$ cat src/rtl/serial_adder_pkg.sv
// Shared definitions for the bit-serial adder sequencer: FSM state encoding and default width.
package serial_adder_pkg;

  localparam int unsigned DEFAULT_WIDTH = 8;

  typedef enum logic [1:0] {
    ST_IDLE = 2'd0,
    ST_RUN  = 2'd1,
    ST_DONE = 2'd2
  } state_e;

endpackage

$ cat src/rtl/serial_adder_ctrl_fa_bit.sv
// fa_bit: combinational 1-bit full-adder cell shared across all bit positions.
module fa_bit (
  input  logic a,
  input  logic b,
  input  logic ci,
  output logic s,
  output logic co
);

  assign s  = a ^ b ^ ci;
  assign co = (a & b) | (a & ci) | (b & ci);

endmodule

$ cat src/rtl/serial_adder_ctrl.sv
// Bit-serial adder sequencer: one full-adder cell, LSB-first, one bit per clock.
// Optional macro SERIAL_ADDER_SUB_EN adds a `sub` port for a - b (cout = no borrow).
module serial_adder_ctrl
  import serial_adder_pkg::*;
#(
  parameter int unsigned WIDTH = DEFAULT_WIDTH
) (
  input  logic             clk,
  input  logic             rst,
  input  logic             start,
  input  logic [WIDTH-1:0] a,
  input  logic [WIDTH-1:0] b,
  input  logic             cin,
`ifdef SERIAL_ADDER_SUB_EN
  input  logic             sub,
`endif
  output logic             busy,
  output logic             done,
  output logic [WIDTH-1:0] sum,
  output logic             cout
);

  localparam int unsigned CNT_W = $clog2(WIDTH + 1);

  state_e             state_q;
  logic [WIDTH-1:0]   a_sr_q;
  logic [WIDTH-1:0]   b_sr_q;
  logic [WIDTH-1:0]   res_sr_q;
  logic               c_q;
  logic [CNT_W-1:0]   cnt_q;

  logic               s_c;
  logic               co_c;
  logic [WIDTH-1:0]   res_d;
  logic [WIDTH-1:0]   b_cap_c;
  logic               c_cap_c;

  fa_bit u_fa (
    .a  (a_sr_q[0]),
    .b  (b_sr_q[0]),
    .ci (c_q),
    .s  (s_c),
    .co (co_c)
  );

  // New sum bit enters at the MSB so the LSB lands at bit 0 after WIDTH shifts.
  always_comb begin
    res_d            = res_sr_q >> 1;
    res_d[WIDTH-1]   = s_c;
  end

`ifdef SERIAL_ADDER_SUB_EN
  // Subtract as a + ~b + 1.
  assign b_cap_c = sub ? ~b : b;
  assign c_cap_c = sub ? 1'b1 : cin;
`else
  assign b_cap_c = b;
  assign c_cap_c = cin;
`endif

  always_ff @(posedge clk) begin
    if (rst) begin
      state_q  <= ST_IDLE;
      a_sr_q   <= '0;
      b_sr_q   <= '0;
      res_sr_q <= '0;
      c_q      <= 1'b0;
      cnt_q    <= '0;
      busy     <= 1'b0;
      done     <= 1'b0;
      sum      <= '0;
      cout     <= 1'b0;
    end else begin
      done <= 1'b0;
      case (state_q)
        ST_IDLE, ST_DONE: begin
          if (start) begin
            a_sr_q  <= a;
            b_sr_q  <= b_cap_c;
            c_q     <= c_cap_c;
            cnt_q   <= '0;
            busy    <= 1'b1;
            state_q <= ST_RUN;
          end else begin
            state_q <= ST_IDLE;
          end
        end
        ST_RUN: begin
          a_sr_q   <= a_sr_q >> 1;
          b_sr_q   <= b_sr_q >> 1;
          c_q      <= co_c;
          res_sr_q <= res_d;
          cnt_q    <= cnt_q + CNT_W'(1);
          if (cnt_q == CNT_W'(WIDTH - 1)) begin
            state_q <= ST_DONE;
            busy    <= 1'b0;
            done    <= 1'b1;
            sum     <= res_d;
            cout    <= co_c;
          end
        end
        default: begin
          state_q <= ST_IDLE;
          busy    <= 1'b0;
        end
      endcase
    end
  end

endmodule

$ cat config.mk
export PLATFORM = sky130hd
export DESIGN_NAME = serial_adder_ctrl
export DESIGN_NICKNAME = d
export VERILOG_FILES = /design/src/rtl/serial_adder_pkg.sv /design/src/rtl/serial_adder_ctrl_fa_bit.sv /design/src/rtl/serial_adder_ctrl.sv
export SDC_FILE = /design/constraint.sdc
export NUM_CORES = 1
export LEC_CHECK = 0
export ABC_CLOCK_PERIOD_IN_PS = 3100
export CAP_MARGIN = 20
export CORE_MARGIN = 2
export CORE_UTILIZATION = 54
export CTS_CLUSTER_DIAMETER = 120
export DETAILED_ROUTE_END_ITERATION = 12
export GPL_TIMING_DRIVEN = 0
export HOLD_SLACK_MARGIN = 0.05
export PLACE_DENSITY = 0.83
export SLEW_MARGIN = 10
export SYNTH_ARGS = -nofsm -noshare
export SYNTH_HDL_FRONTEND = slang
export SYNTH_HIERARCHICAL = 1
export SYNTH_SLANG_ARGS = --single-unit
$ cat constraint.sdc
create_clock -name clk -period 3.1 [get_ports clk]
set_input_delay 0.31 -clock clk [delete_from_list [all_inputs] [get_ports clk]]
set_output_delay 0.31 -clock clk [all_outputs]
set_load 0.01 [all_outputs]
# Word level (Yosys, flattened, before mapping)
# Cells that the tools add are included.
# totals
regBits,42
out_inout_bits,11
wordCells,46
# op_classes
add_sub_neg,1
eq_ne,5
mux,15
bitwise,8
n_reduce_logical,7
# ops
cell,n
8-bit one-hot mux with 2 select lines,2
8-bit 2-to-1 mux,2
4-bit one-hot mux with 2 select lines,1
2-bit AND reduction,3
1-bit 2-to-1 mux,5
4-bit by 1-bit adder with 4-bit output (second input constant),1
4-bit by 3-bit == test with 1-bit output (second input constant),1
4-bit 2-to-1 mux,1
2-bit inequality test (second input constant),2
1-bit one-hot mux with 2 select lines,2
2-bit one-hot mux with 2 select lines,1
2-bit OR reduction,2
1-bit bitwise AND,3
2-bit by 1-bit == test with 1-bit output (second input constant),1
2-bit == test (second input constant),1
2-bit zero test,1
2-bit 2-to-1 mux,1
1-bit OR,2
2-bit nonzero test,1
1-bit bitwise XOR,2
1-bit NOT,1

# Depth between registers and ports, before layout
# Gate-level depths: netlist of the first run.
# logic_depth
ltp_word,4
depth_mapped,5
depth_no_buf,4

# Modules after synthesis
# The synthesis of the first run kept the hierarchy.
# modules_own_cells
mod,n_inst,cells_per_inst,area_each_um2
serial_adder_ctrl,1,186,1624.1
fa_bit,1,1,20.0

# Worst setup path before layout of the first run
# OpenSTA, ideal clock, no wires.
# synth_timing
path_type,register to register
start,register cnt_q[0]
end,register busy
setup_ns,0.078
arrival_time_ns,1.145
required_time_ns,3.022
setup_slack_ns,1.877
stages_incl_launch_ff,6
path_buffers,1
path_cell_list,dfxtp_1 ha_1 and3b_1 buf_2 o21a_1 nor3_1
# synth_via
elab_chain_cells,3
# synth_rtl
element,line,rtl
from (decl),serial_adder_ctrl.sv:30,logic [CNT_W-1:0] cnt_q;
from (signal assigned),serial_adder_ctrl.sv:93,cnt_q <= cnt_q + CNT_W'(1);
4-bit by 3-bit == test with 1-bit output,serial_adder_ctrl.sv:94,if (cnt_q == CNT_W'(WIDTH - 1)) begin
2-bit inequality test (no source line),--,
2-bit AND reduction (no source line),--,
to (signal assigned),serial_adder_ctrl.sv:82,busy <= 1'b1;
to (signal assigned),serial_adder_ctrl.sv:96,busy <= 1'b0;
to (signal assigned),serial_adder_ctrl.sv:104,busy <= 1'b0;
to (decl),serial_adder_ctrl.sv:17,"output logic busy,"
# Every way passes these cells.
# A chain may end at the register's enable or synchronous reset.

# Worst setup path after layout of the first run
# layout_timing
start,register sum[7]
end,output sum[7]
# layout_lines
element,line,rtl
from (decl),serial_adder_ctrl.sv:19,"output logic [WIDTH-1:0] sum,"
from (signal assigned),serial_adder_ctrl.sv:98,sum <= res_d;
# No word-level cell between the ends.

==> impl_metrics.ini, run 1 <==
[floorplanning]
rows = 20
die_w_um = 59.18
floorplan.initialDensity_pct = 55.21
io_pins = 31
die_area_um2 = 3502
die_h_um = 59.18
coreArea_um2 = 2978

[yosys]
yosys.cell_types.count = 26
seq_area_frac_synth_pct = 49.92
synth_cells = 187
yosysWarnings = 6
ys_ff_latch = 41
syn-cell-area_um2 = 1644
avgSynthCellArea_um2 = 8.792
synth_fp_nets = 209

[clock_tree]
holdBufCountCts = 0
htreeDepth = 2
clockRootBuffer = clkbuf_4
cts_resized = 0
cts-buffers-inserted = 5
clk_latency_ns = 0.35
cts.sinks = 41
cts_tree = yes
cts_setup_buffers = 0
cts_buffer_depth = 2
clk_pin_slew_worst_paths_ns = 0.11

[timing]
timing.hold.ws_ns = 0.3859
rsz0062_at_grt = false
setup_viol = 0
clock_skew_ns = 0.01429
tightestPinTransition_ns = 0.4911
finalCritPeriodShare_pct = 49.94
max_clock_freq_mhz = 646.0
fin_crit_ns = 1.548
fin_setup_tns_ns = 0
hold_violations = 0
drv_slew = 0
max-slew-margin-rel_pct = 67.26

[grt]
grt-ovfl-total = 0
grt_pass1_wl_um = 6499
grt.total_usage_pct = 24.76
grt_pass1_vias = 1439
antenna_found_initial = 0
grt_max_degree = 13

[setup_path]
crit_arrival_ns = 1.24
cp-end-kind = output port
cp.required_ns = 2.79
rr_startpoint = cnt_q[0]
regToRegEndpoint = sum[1]
cp_top_family = buffers and inverters
regToRegSetupSlack_ns = 1.64
critPathMaxStageDelay_ns = 0.54
start_kind = flop
critical_path.cell_chain = clkdlybuf4s50_1
cp_max_fo = 2
criticalPathCategory = reg -> out
critPathBufInv = 1
cp_slowest_cell = clkdlybuf4s50_1
rr_worst_depth = 5

[power_and_ir_drop]
p_switching_mw = 0.2518
share_seq_of_total_power_pct = 53.3
leakage_nw = 0.7259
combPwrFrac_pct = 12.4
vdd_drop_max_mv = 0.3322
pwr-share-clk_pct = 34.3
p_int_mw = 0.7995
p_per_area_nw_per_um2 = 510.1
sw_frac_of_total_pct = 23.95

[job]
maxCapViolCount = 0

[placed_design]
port_buffers = 29
dpl.hpwl_um = 2702
place.gp.congestion = 0.7671
dp_cells = 249

[route]
num_vias = 1504
ant_nets = 0
initialDrtViolationCount = 60
drc_errors = 0
wirelength_um = 3820
vias_per_cell = 5.852
avgRoutedWirePerCell_um = 14.86
dr.pass1.iters = 5

[cells_and_area]
n_fill_cell = 242
final_common_cell = dfxtp_1
final_cell_mix = 41 x dfxtp_1, 37 x a21oi_1, 29 x clkdlybuf4s50_1
num_antenna_cells = 0
drive_gt1_share_pct = 8.929
final_cells = 257
fin_util_pct = 69.20
area_delta_synth_final_pct = 25.34
num-nets-final = 245

[outcome]
status = finished clean

[min_path]
holdCritPathClass = in -> reg
hold_end = cnt_q[3]
min_from = rst
whs_path_depth = 3
-- cell usage after synthesis (all sizes together) --
master	count	area (µm²)
nand3b	1	7.510
and2b	1	7.510
a22oi	15	112.6
a211oi	1	7.510
fa	1	20.02
and3b	1	8.760
nor3b	1	7.510
o21ai	9	45.04
nor2b	1	6.260
clkbuf	7	26.28
mux2	2	26.27
nor2	3	11.26
o21a	1	7.510
nor3	3	15.01
nand3	28	140.1
a21oi	37	185.2
dfxtp	41	820.8
buf	12	87.58
nand2	17	63.81
nand2b	3	18.77
nand4	1	6.260
ha	1	12.51
-- cells by family after synthesis --
kind of cell	Yosys count	synth area share (%)
multiplexers	2	1.598
adder cells (fa/ha/maj)	2	1.979
AND/OR/NAND/NOR	60	17.81
AO/OA/AOI/OAI	63	21.77
buffers and inverters	19	6.925
flip-flops	41	49.92
-- worst max path at each step --
stage | from | end | depth (start not counted)
floorplan | cnt_q[0] | busy | 5
global placement | start | a_sr_q[2] | 5
detailed placement | start | a_sr_q[4] | 5
CTS | sum[7] | sum[7] | 1
global route | cnt_q[0] | sum[4] | 5
finish | sum[7] | sum[7] | 1
-- state kept, by name (all words and copies together) (netlist names) --
name	count
b_sr_q	8
cnt_q	4
a_sr_q	8
busy	1
done	1
cout	1
c_q	1
state_q	2
sum	8
res_sr_q	7
-- final cells by class --
| cell class | count | area, µm² | share of cell area [%] |
|---|---|---|---|
| multi-input combinational | 127 | 709.4 | 34.43 |
| timing repair buffer | 29 | 290.3 | 14.09 |
| clock buffer | 7 | 55.05 | 2.672 |
| sequential | 41 | 820.8 | 39.83 |
| tap | 33 | 41.29 | 2.004 |
| clock inverter | 1 | 30.03 | 1.457 |
| buffer | 19 | 113.9 | 5.525 |
-- per-stage QoR --
stage	cell area (µm²)	power, mW	worst slack [ns]
2_1_floorplan	1644	0.6488	1.877
3_3_place_gp	1976	0.6937	1.389
3_5_place_dp	1976	0.7007	1.353
4_1_cts	2061	1.054	1.546
5_1_grt	2061	1.098	1.450
6_report	2061	1.051	1.552
-- power by group through the flow --
stage | clock network, mW | registers, mW | logic (mW)
after floorplan | 0 | 0.569 | 0.0800
after global placement | 0 | 0.570 | 0.123
after detailed placement | 0 | 0.572 | 0.129
after CTS | 0.364 | 0.560 | 0.130
after global routing | 0.392 | 0.563 | 0.142
final | 0.361 | 0.560 | 0.130
-- routing by layer --
metal	global-route usage [%]	part of all wire (%)	vias up
met5	0	0	-
met4	8.766	1.6	0
met3	6.987	4.4	8
met2	41.43	51	38
met1	30.41	43	723
li1	-	-	735
Power figures use the tool's default switching activity.
==> run 2, diff against run 1 <==
Settings changed: ABC_CLOCK_PERIOD_IN_PS 3100 to 1400, CORE_UTILIZATION 54 to 46, PLACE_DENSITY 0.83 to 0.76.
Clock period 3.1 ns to 1.4 ns, I/O delays scaled along.
==> impl_metrics.ini, run 2 (synthesis results as in run 1) <==
[outcome]
status = finished clean

[setup_path]
critPathMaxStageDelay_ns = 0.52
cp_num_cells = 1
rr_startpoint = cnt_q[0]
criticalPathCategory = reg -> out
regToRegSetupSlack_ns = 0.10
cp_slowest_cell = clkdlybuf4s50_1
critPathBufInv = 1
worstSetupEndpoint = done
critical_path.cell_chain = clkdlybuf4s50_1
start_kind = flop
cp_max_fo = 1
rr_worst_depth = 5
startpoint = done
cp-end-kind = output port
regToRegEndpoint = busy
cp.required_ns = 1.26
crit_arrival_ns = 1.20
cp_top_family = buffers and inverters

[clock_tree]
cts_tree = yes
clk_latency_ns = 0.35
clk_pin_slew_worst_paths_ns = 0.12
cts_buffer_depth = 2
clockRootBuffer = clkbuf_4
htreeDepth = 2
cts-buffers-inserted = 5
holdBufCountCts = 0
cts_setup_buffers = 0
cts.sinks = 41

[timing]
clock_skew_ns = 0.006518
setup_viol = 0
drv_slew = 0
hold_violations = 0
max_clock_freq_mhz = 748.5
fin_crit_ns = 1.336
finalCritPeriodShare_pct = 95.43
fin_setup_tns_ns = 0
rsz0062_at_grt = false
timing.hold.ws_ns = 0.2002
max-slew-margin-rel_pct = 68.11
tightestPinTransition_ns = 0.4784

[power_and_ir_drop]
p_switching_mw = 0.5549
combPwrFrac_pct = 12.5
p_per_area_nw_per_um2 = 1078
vdd_drop_max_mv = 0.6130
pwr-share-clk_pct = 32.7
p_total_mw = 2.262
p_int_mw = 1.708
share_seq_of_total_power_pct = 54.8
leakage_nw = 0.9079
sw_frac_of_total_pct = 24.53

[floorplanning]
die_h_um = 63.79
die_w_um = 63.79
io_pins = 31
coreArea_um2 = 3390
floorplan.initialDensity_pct = 48.50
die_area_um2 = 4069
rows = 21

[cells_and_area]
drive_gt1_share_pct = 11.21
final_cells = 269
fin_area_um2 = 2100
n_fill_cell = 284
final_cell_mix = 39 x dfxtp_1, 37 x a21oi_1, 28 x nand3_1
seqCellArea_um2 = 823.3
final_common_cell = dfxtp_1
multi_input_area_um2 = 711.9
reg.largest.list = a_sr_q x8, b_sr_q x8, sum x8
num_antenna_cells = 0
area_delta_synth_final_pct = 27.70
num-nets-final = 245

[placed_design]
dpl_cell_area_um2 = 1992
dp_cells = 262
dpl.hpwl_um = 2374
place.gp.congestion = 0.7859
port_buffers = 29

[route]
num_vias = 1454
wirelength_um = 3658
dr.pass1.iters = 4
avgRoutedWirePerCell_um = 13.60
ant_nets = 0
vias_per_cell = 5.405
initialDrtViolationCount = 96
drc_errors = 0

[job]
maxCapViolCount = 0

[grt]
grt_max_degree = 13
grt-ovfl-total = 0
grt_pass1_wl_um = 5865
grt.total_usage_pct = 18.59
grt_pass1_vias = 1222
antenna_found_initial = 0

[min_path]
holdCritPathClass = in -> reg
min_from = rst
run 2: cell types whose count changed in the layout (fill, tap and decap cells not counted), moves of 2 or more:
cell             change
dfxtp_1              -2
dlymetal6s2s_1      +10
clkbuf_1             -3
clkdlybuf4s50_1     -10
dfxtp_2              +2
run 2: area by class of cell:
type                       count  area share [%]
timing repair buffer          29           15.02
tap                           46           2.741
buffer                        19           5.662
sequential                    41           39.21
multi-input combinational    127           33.91
clock buffer                   5           1.788
clock inverter                 2           1.669
run 2: worst min-delay path by stage:
stage / endpoint / slack (ns) / cells past startpoint
floorplan: a_sr_q[7] / 0.28 / 2
global placement: res_sr_q[1] / 0.45 / 2
detailed placement: res_sr_q[1] / 0.45 / 2
CTS: cnt_q[3] / 0.19 / 3
global route: cnt_q[3] / 0.21 / 3
finish: cnt_q[3] / 0.20 / 3
run 2: per-stage QoR:
step | utilization (%) | setup slack, ns
final | 61.94 | 0.06402
after global routing | 61.94 | 0.003616
after CTS | 60.95 | 0.01109
after detailed placement | 58.77 | -0.2069
after global placement | 58.77 | -0.1905
after floorplan | - | 0.1771
run 2: layer usage:
layer  part of all wire, %  global-route usage, %  vias up  routed length [µm]
met3                   4.4                  3.521        7                 161
met5                     0                      0        -                   0
met2                    43                  26.17       38                1580
met4                   1.9                  9.783        0                  70
li1                      -                      -      737                   -
met1                    50                  26.79      672                1846
run 2: tightest hold or removal path, stage by stage:
cell and delay (ns):
clkbuf_1 0.14, nor2_1 0.11, mux2_4 0.14
run 2: timing repair:
item	in CTS	in global routing
resized for setup	1	19
endpoints found under the setup margin	8	22
pin swaps	0	0
run 2: power by group through the flow:
stage / Combinational [mW] / Clock [mW] / Sequential [mW]
5_1_grt: 0.311 / 0.805 / 1.24
2_1_floorplan: 0.177 / 0 / 1.26
6_report: 0.283 / 0.741 / 1.24
3_5_place_dp: 0.281 / 0 / 1.26
4_1_cts: 0.283 / 0.759 / 1.24
3_3_place_gp: 0.281 / 0 / 1.26
